`src/rtl/multiplexer_arbiter.sv`:
```
// N-channel valid/ready multiplexer with round-robin or fixed-priority arbitration
// and a single registered output stage that refills on the same edge it drains.
module multiplexer_arbiter #(
   parameter int unsigned NBits     = 32,
   parameter int unsigned NChannels = 4
) (
   input  logic                           clk,
   input  logic                           reset,
   input  logic                           Mode,
   input  logic [NChannels*NBits-1:0]     In_Data,
   input  logic [NChannels-1:0]           In_Valid,
   output logic [NChannels-1:0]           In_Ready,
   output logic [NBits-1:0]               Out_Data,
   output logic [$clog2(NChannels)-1:0]   Out_Channel,
   output logic                           Out_Valid,
   input  logic                           Out_Ready
);

   localparam int unsigned SelBits = $clog2(NChannels);

   logic [NBits-1:0]     out_data_q,    out_data_d;
   logic [SelBits-1:0]   out_channel_q, out_channel_d;
   logic                 out_valid_q,   out_valid_d;
   logic [SelBits-1:0]   last_grant_q,  last_grant_d;

   logic [NBits-1:0]     chan_data [NChannels];
   logic [SelBits-1:0]   grant_c;
   logic                 grant_found_c;
   int unsigned          rr_idx_c;
   logic                 load_en_c;
   logic                 any_valid_c;
   logic [NChannels-1:0] ready_c;
   logic                 in_xfer_c;

   for (genvar gi = 0; gi < NChannels; gi++) begin : g_unpack
      assign chan_data[gi] = In_Data[gi*NBits +: NBits];
   end

   assign load_en_c   = !out_valid_q || Out_Ready;
   assign any_valid_c = |In_Valid;

   // Grant selection: lowest index in fixed mode, search after last grant otherwise.
   always_comb begin
      grant_c       = '0;
      grant_found_c = 1'b0;
      rr_idx_c      = 0;
      if (Mode) begin
         for (int unsigned i = 0; i < NChannels; i++) begin
            if (!grant_found_c && In_Valid[SelBits'(i)]) begin
               grant_c       = SelBits'(i);
               grant_found_c = 1'b1;
            end
         end
      end else begin
         for (int unsigned k = 1; k <= NChannels; k++) begin
            rr_idx_c = (32'(last_grant_q) + k) % NChannels;
            if (!grant_found_c && In_Valid[SelBits'(rr_idx_c)]) begin
               grant_c       = SelBits'(rr_idx_c);
               grant_found_c = 1'b1;
            end
         end
      end
   end

   // Ready is one-hot on the winner, suppressed during reset and backpressure.
   always_comb begin
      ready_c = '0;
      if (load_en_c && any_valid_c && !reset) begin
         ready_c[grant_c] = 1'b1;
      end
   end

   assign In_Ready  = ready_c;
   assign in_xfer_c = |(In_Valid & ready_c);

   // Output register and pointer next state; a load overrides a drain.
   always_comb begin
      out_data_d    = out_data_q;
      out_channel_d = out_channel_q;
      out_valid_d   = out_valid_q;
      last_grant_d  = last_grant_q;
      if (in_xfer_c) begin
         out_data_d    = chan_data[grant_c];
         out_channel_d = grant_c;
         out_valid_d   = 1'b1;
         last_grant_d  = grant_c;
      end else if (out_valid_q && Out_Ready) begin
         out_valid_d   = 1'b0;
      end
   end

   always_ff @(posedge clk) begin
      if (reset) begin
         out_data_q    <= '0;
         out_channel_q <= '0;
         out_valid_q   <= 1'b0;
         last_grant_q  <= SelBits'(NChannels - 1);
      end else begin
         out_data_q    <= out_data_d;
         out_channel_q <= out_channel_d;
         out_valid_q   <= out_valid_d;
         last_grant_q  <= last_grant_d;
      end
   end

   assign Out_Data    = out_data_q;
   assign Out_Channel = out_channel_q;
   assign Out_Valid   = out_valid_q;

endmodule

```
`config.mk`:
```
export PLATFORM = sky130hd
export DESIGN_NAME = multiplexer_arbiter
export DESIGN_NICKNAME = d
export VERILOG_FILES = /design/src/rtl/multiplexer_arbiter.sv
export SDC_FILE = /design/constraint.sdc
export NUM_CORES = 1
export LEC_CHECK = 0
export CAP_MARGIN = 25
export CORE_MARGIN = 4
export CORE_UTILIZATION = 36
export CTS_CLUSTER_DIAMETER = 50
export DETAILED_ROUTE_END_ITERATION = 8
export GPL_TIMING_DRIVEN = 0
export HOLD_SLACK_MARGIN = 0.02
export MAX_ROUTING_LAYER = met4
export PLACE_DENSITY = 0.87
export SYNTH_ARGS = -nofsm -noshare
export SYNTH_HDL_FRONTEND = slang
export SYNTH_SLANG_ARGS = --single-unit
```
`constraint.sdc`:
```
create_clock -name clk -period 4.3 [get_ports clk]
set_input_delay 1.075 -clock clk [delete_from_list [all_inputs] [get_ports clk]]
set_output_delay 1.075 -clock clk [all_outputs]
set_load 0.01 [all_outputs]
```
==> results.rst <==
.. list-table::
   :header-rows: 1

   * - Metric
     - Value
   * - Routed WL per cell
     - 18.9 um
   * - FF+latch count, synth
     - 37
   * - Clock tree from TritonCTS
     - built
   * - Measured slew at the worst slew-check pin
     - 0.585 ns
   * - Number of antenna violations at the first check in global routing
     - 0
   * - Global-route wire length before repair
     - 14000 um
   * - Count of placed standard cells in the final layout, fillers left out
     - 488
   * - Proportion of layout cells with a drive suffix above 1
     - 0.144
   * - Die Area
     - 0.00730 sq mm
   * - Via count of the first global-routing pass
     - 2844
   * - Hold path cells
     - 2
   * - CP cell instances
     - clkdlybuf4s50_1 > nor2_2 > nor4b_2 > o21bai_4 > buf_8 > buf_6 > and2_1 > clkdlybuf4s50_1
   * - Critical path start-end classification
     - in2out
   * - Tcrit/Tclk final
     - 0.988
   * - Number of slew-limit violations in the final report
     - 0
   * - GRT Resource Usage Total
     - 0.248
   * - Number of DRC violations after detailed-routing iteration 0
     - 112
   * - Layout net count
     - 551
   * - Number of warning messages in the yosys log
     - 0
   * - Routability-driven placement congestion ratio
     - 0.824
   * - Maximum vdd ir drop
     - 168 uV
   * - H-Tree Depth
     - 2
   * - Launch point of the worst path
     - In_Valid[2]
   * - Leakage dissipation
     - 1.57 nW
   * - Largest driver fanout on the critical path
     - 10
   * - Worst min path class
     - reg2reg
   * - Peak-usage layer in the global routing report
     - met2
   * - Maximum frequency from static timing analysis
     - 0.235 GHz
   * - Die Height
     - 85.4 um
   * - Fin Hold WS
     - 0.448 ns
   * - Unrepaired setup endpoints after global routing
     - true
   * - Sort of element at the start of the critical path
     - input port
   * - Total gr overflow
     - 0
   * - Met2 usage in global routing
     - 0.446
   * - Overall Power
     - 1.25 mW
   * - Clock transition at the registers of the reported paths
     - 0.08 ns
   * - Num rows
     - 27
   * - Slowest stage delay, CP
     - 0.55 ns
   * - Startpoint of the lowest-slack register-to-register path
     - last_grant_q[1]
   * - Fin util
     - 0.732
   * - CP most frequent cell
     - clkdlybuf4s50_1
   * - Number of buffers created by CTS
     - 5
   * - Remaining max-slew budget at the tightest pin
     - 0.610
   * - Cell area power density
     - 302 mW/mm^2
   * - Number of distinct library cells after synthesis
     - 32
   * - Layout-stage area growth over the synthesis result
     - 92.6%
   * - Setup slack at placement
     - -0.194 ns
   * - Routed vias
     - 2746
   * - Max Root-Sink Buffers
     - 2
   * - Setup Skew
     - 0.00509 ns
   * - Half-perimeter wire length after placement
     - 7030 um
   * - Critical Path Slowest Stage Cell
     - clkdlybuf4s50_1
   * - Final-report setup violation count
     - 0
   * - # diodes
     - 0
   * - Cell count after placement
     - 480
   * - Worst path setup slack after routing
     - 0.0531 ns
   * - Endpoint class of the critical path
     - primary output
   * - Number of hold violations in the final report
     - 0
   * - X dimension of the die
     - 85.4 um
   * - Via-to-Cell Ratio
     - 5.63
   * - Detailed-routing iteration count for the pre-antenna-repair pass
     - 4
   * - Post-synthesis sequential area ratio
     - 0.343
   * - Met3 capacity usage during global routing
     - 0.0456
   * - Buffer type at the clock tree root
     - clkbuf_8
   * - Largest net degree at the start of global routing
     - 20
   * - CTS sink cnt
     - 37
   * - Count of hold buffers inserted by post-cts repair
     - 0
   * - Commonest cells after routing, fill and taps aside
     - 171 x clkdlybuf4s50_1, 44 x a221oi_1, 37 x dfxtp_1
   * - Synthesized instance count
     - 234
   * - Worst endpoint data arrival time
     - 3.17 ns
   * - Starting density of the core
     - 0.380
   * - Worst hold start
     - Out_Data[13]
   * - Logic depth of the worst register-to-register path
     - 7
   * - Max-cap violation count
     - 0
   * - Top-Level Pins
     - 175
   * - Min Tclk post-route
     - 4.25 ns
   * - Average size of a mapped cell
     - 9.22 sq um
   * - Floorplan Core Area
     - 0.00568 sq mm
   * - DRC Markers
     - 0
   * - Antenna Violating Nets Remaining
     - 0
   * - Port Buffer Count
     - 174
   * - Result of the run
     - finished, final reports clean
   * - Post-Syn Nets
     - 370
   * - Required arrival time at the worst endpoint
     - 3.22 ns
   * - Total Wirelength
     - 9240 um
   * - Netlist area before placement
     - 0.00216 sq mm
   * - Most common cell after layout, fill and taps aside
     - clkdlybuf4s50_1
   * - Clock insertion delay at the later pin of the skew report
     - 0.29 ns
   * - Global routing met1 resource utilization
     - 0.280
## cell usage after synthesis
| library cell | count | share of area |
|---|---|---|
| a211o_1 | 1 | 0.0041 |
| a21bo_2 | 1 | 0.0046 |
| a21oi_1 | 6 | 0.014 |
| a221oi_1 | 44 | 0.18 |
| a221oi_2 | 20 | 0.14 |
| a2bb2oi_1 | 1 | 0.0041 |
| and2_1 | 4 | 0.012 |
| and2b_1 | 1 | 0.0035 |
| buf_2 | 9 | 0.021 |
| buf_4 | 5 | 0.017 |
| buf_6 | 7 | 0.037 |
| clkbuf_1 | 4 | 0.0070 |
| dfxtp_1 | 37 | 0.34 |
| inv_1 | 4 | 0.0070 |
| mux2i_1 | 1 | 0.0046 |
| nand2_1 | 34 | 0.059 |
| nand2b_1 | 3 | 0.0087 |
| nor2_1 | 5 | 0.0087 |
| nor2b_1 | 1 | 0.0029 |
| nor3_1 | 2 | 0.0046 |
| nor4_1 | 1 | 0.0029 |
| nor4b_1 | 1 | 0.0041 |
| o211ai_2 | 1 | 0.0058 |
| o21a_1 | 1 | 0.0035 |
| o21ai_0 | 1 | 0.0023 |
| o21ai_1 | 33 | 0.077 |
| o21bai_2 | 1 | 0.0052 |
| o221ai_1 | 1 | 0.0041 |
| o22a_1 | 1 | 0.0041 |
| o22ai_2 | 1 | 0.0058 |
| or2_1 | 1 | 0.0029 |
| or3_1 | 1 | 0.0029 |
## state kept, by name, summed over array words and instances (netlist names)
signal        cells
Out_Data         32
Out_Valid         1
Out_Channel       2
last_grant_q      2
## routing by layer
metal,vias to the layer above,wire length (um)
met3,11,753
met1,1289,3630
met5,-,0
met2,151,4760
li1,1295,-
met4,0,98
## per-stage QoR
stage          instance area, sq um  TNS [ns]
2_1_floorplan                  2160         0
3_3_place_gp                   3990    -0.447
3_5_place_dp                   3990    -0.508
4_1_cts                        4110         0
5_1_grt                        4160  -0.00344
6_report                       4160         0
## critical path, delay by kind of cell
family,cells,cell delay [ns]
compound gates,1,0.20
simple gates,3,0.46
buf+inv,4,1.42
## what timing repair did
item,CTS,global route
setup endpoints to repair,4,4
setup buffers,1,0
pin swaps,1,2
resized for setup,5,10
gates cloned,0,0
## final timing paths
path / endpoint / slack [ns]
min: Out_Data[13] / 0.45
max: In_Ready[2] / 0.05
min reg2reg: Out_Data[13] / 0.45
max reg2reg: Out_Data[18] / 2.32
## power by group
part / leakage, nW / switching [mW] / internal (mW) / total (mW)
logic: 1.21 / 0.222 / 0.316 / 0.538
clock network: 0.0542 / 0.129 / 0.145 / 0.274
registers: 0.311 / 0.0345 / 0.408 / 0.442
total: 1.57 / 0.386 / 0.868 / 1.25
## logic make-up (layout without fill, tap and decap cells)
| kind of cell | count (synthesis) | count (layout) | share of synthesized area |
|---|---|---|---|
| multiplexers | 1 | 1 | 0.00464 |
| buffers and inverters | 29 | 211 | 0.0887 |
| flip-flops | 37 | 37 | 0.343 |
| AO/OA/AOI/OAI | 113 | 113 | 0.452 |
| AND/OR/NAND/NOR | 54 | 54 | 0.112 |
## area by class of cell
cell class	count	area (sq um)
Buffer	24	179
Fill cell	454	1520
Tap cell	72	90.1
Multi-Input combinational cell	168	1280
Clock buffer	7	96.3
Sequential cell	37	741
Timing Repair Buffer	175	1750
Clock inverter	1	5.00
Inverter	4	15.0
Power figures use the tool's default switching activity.
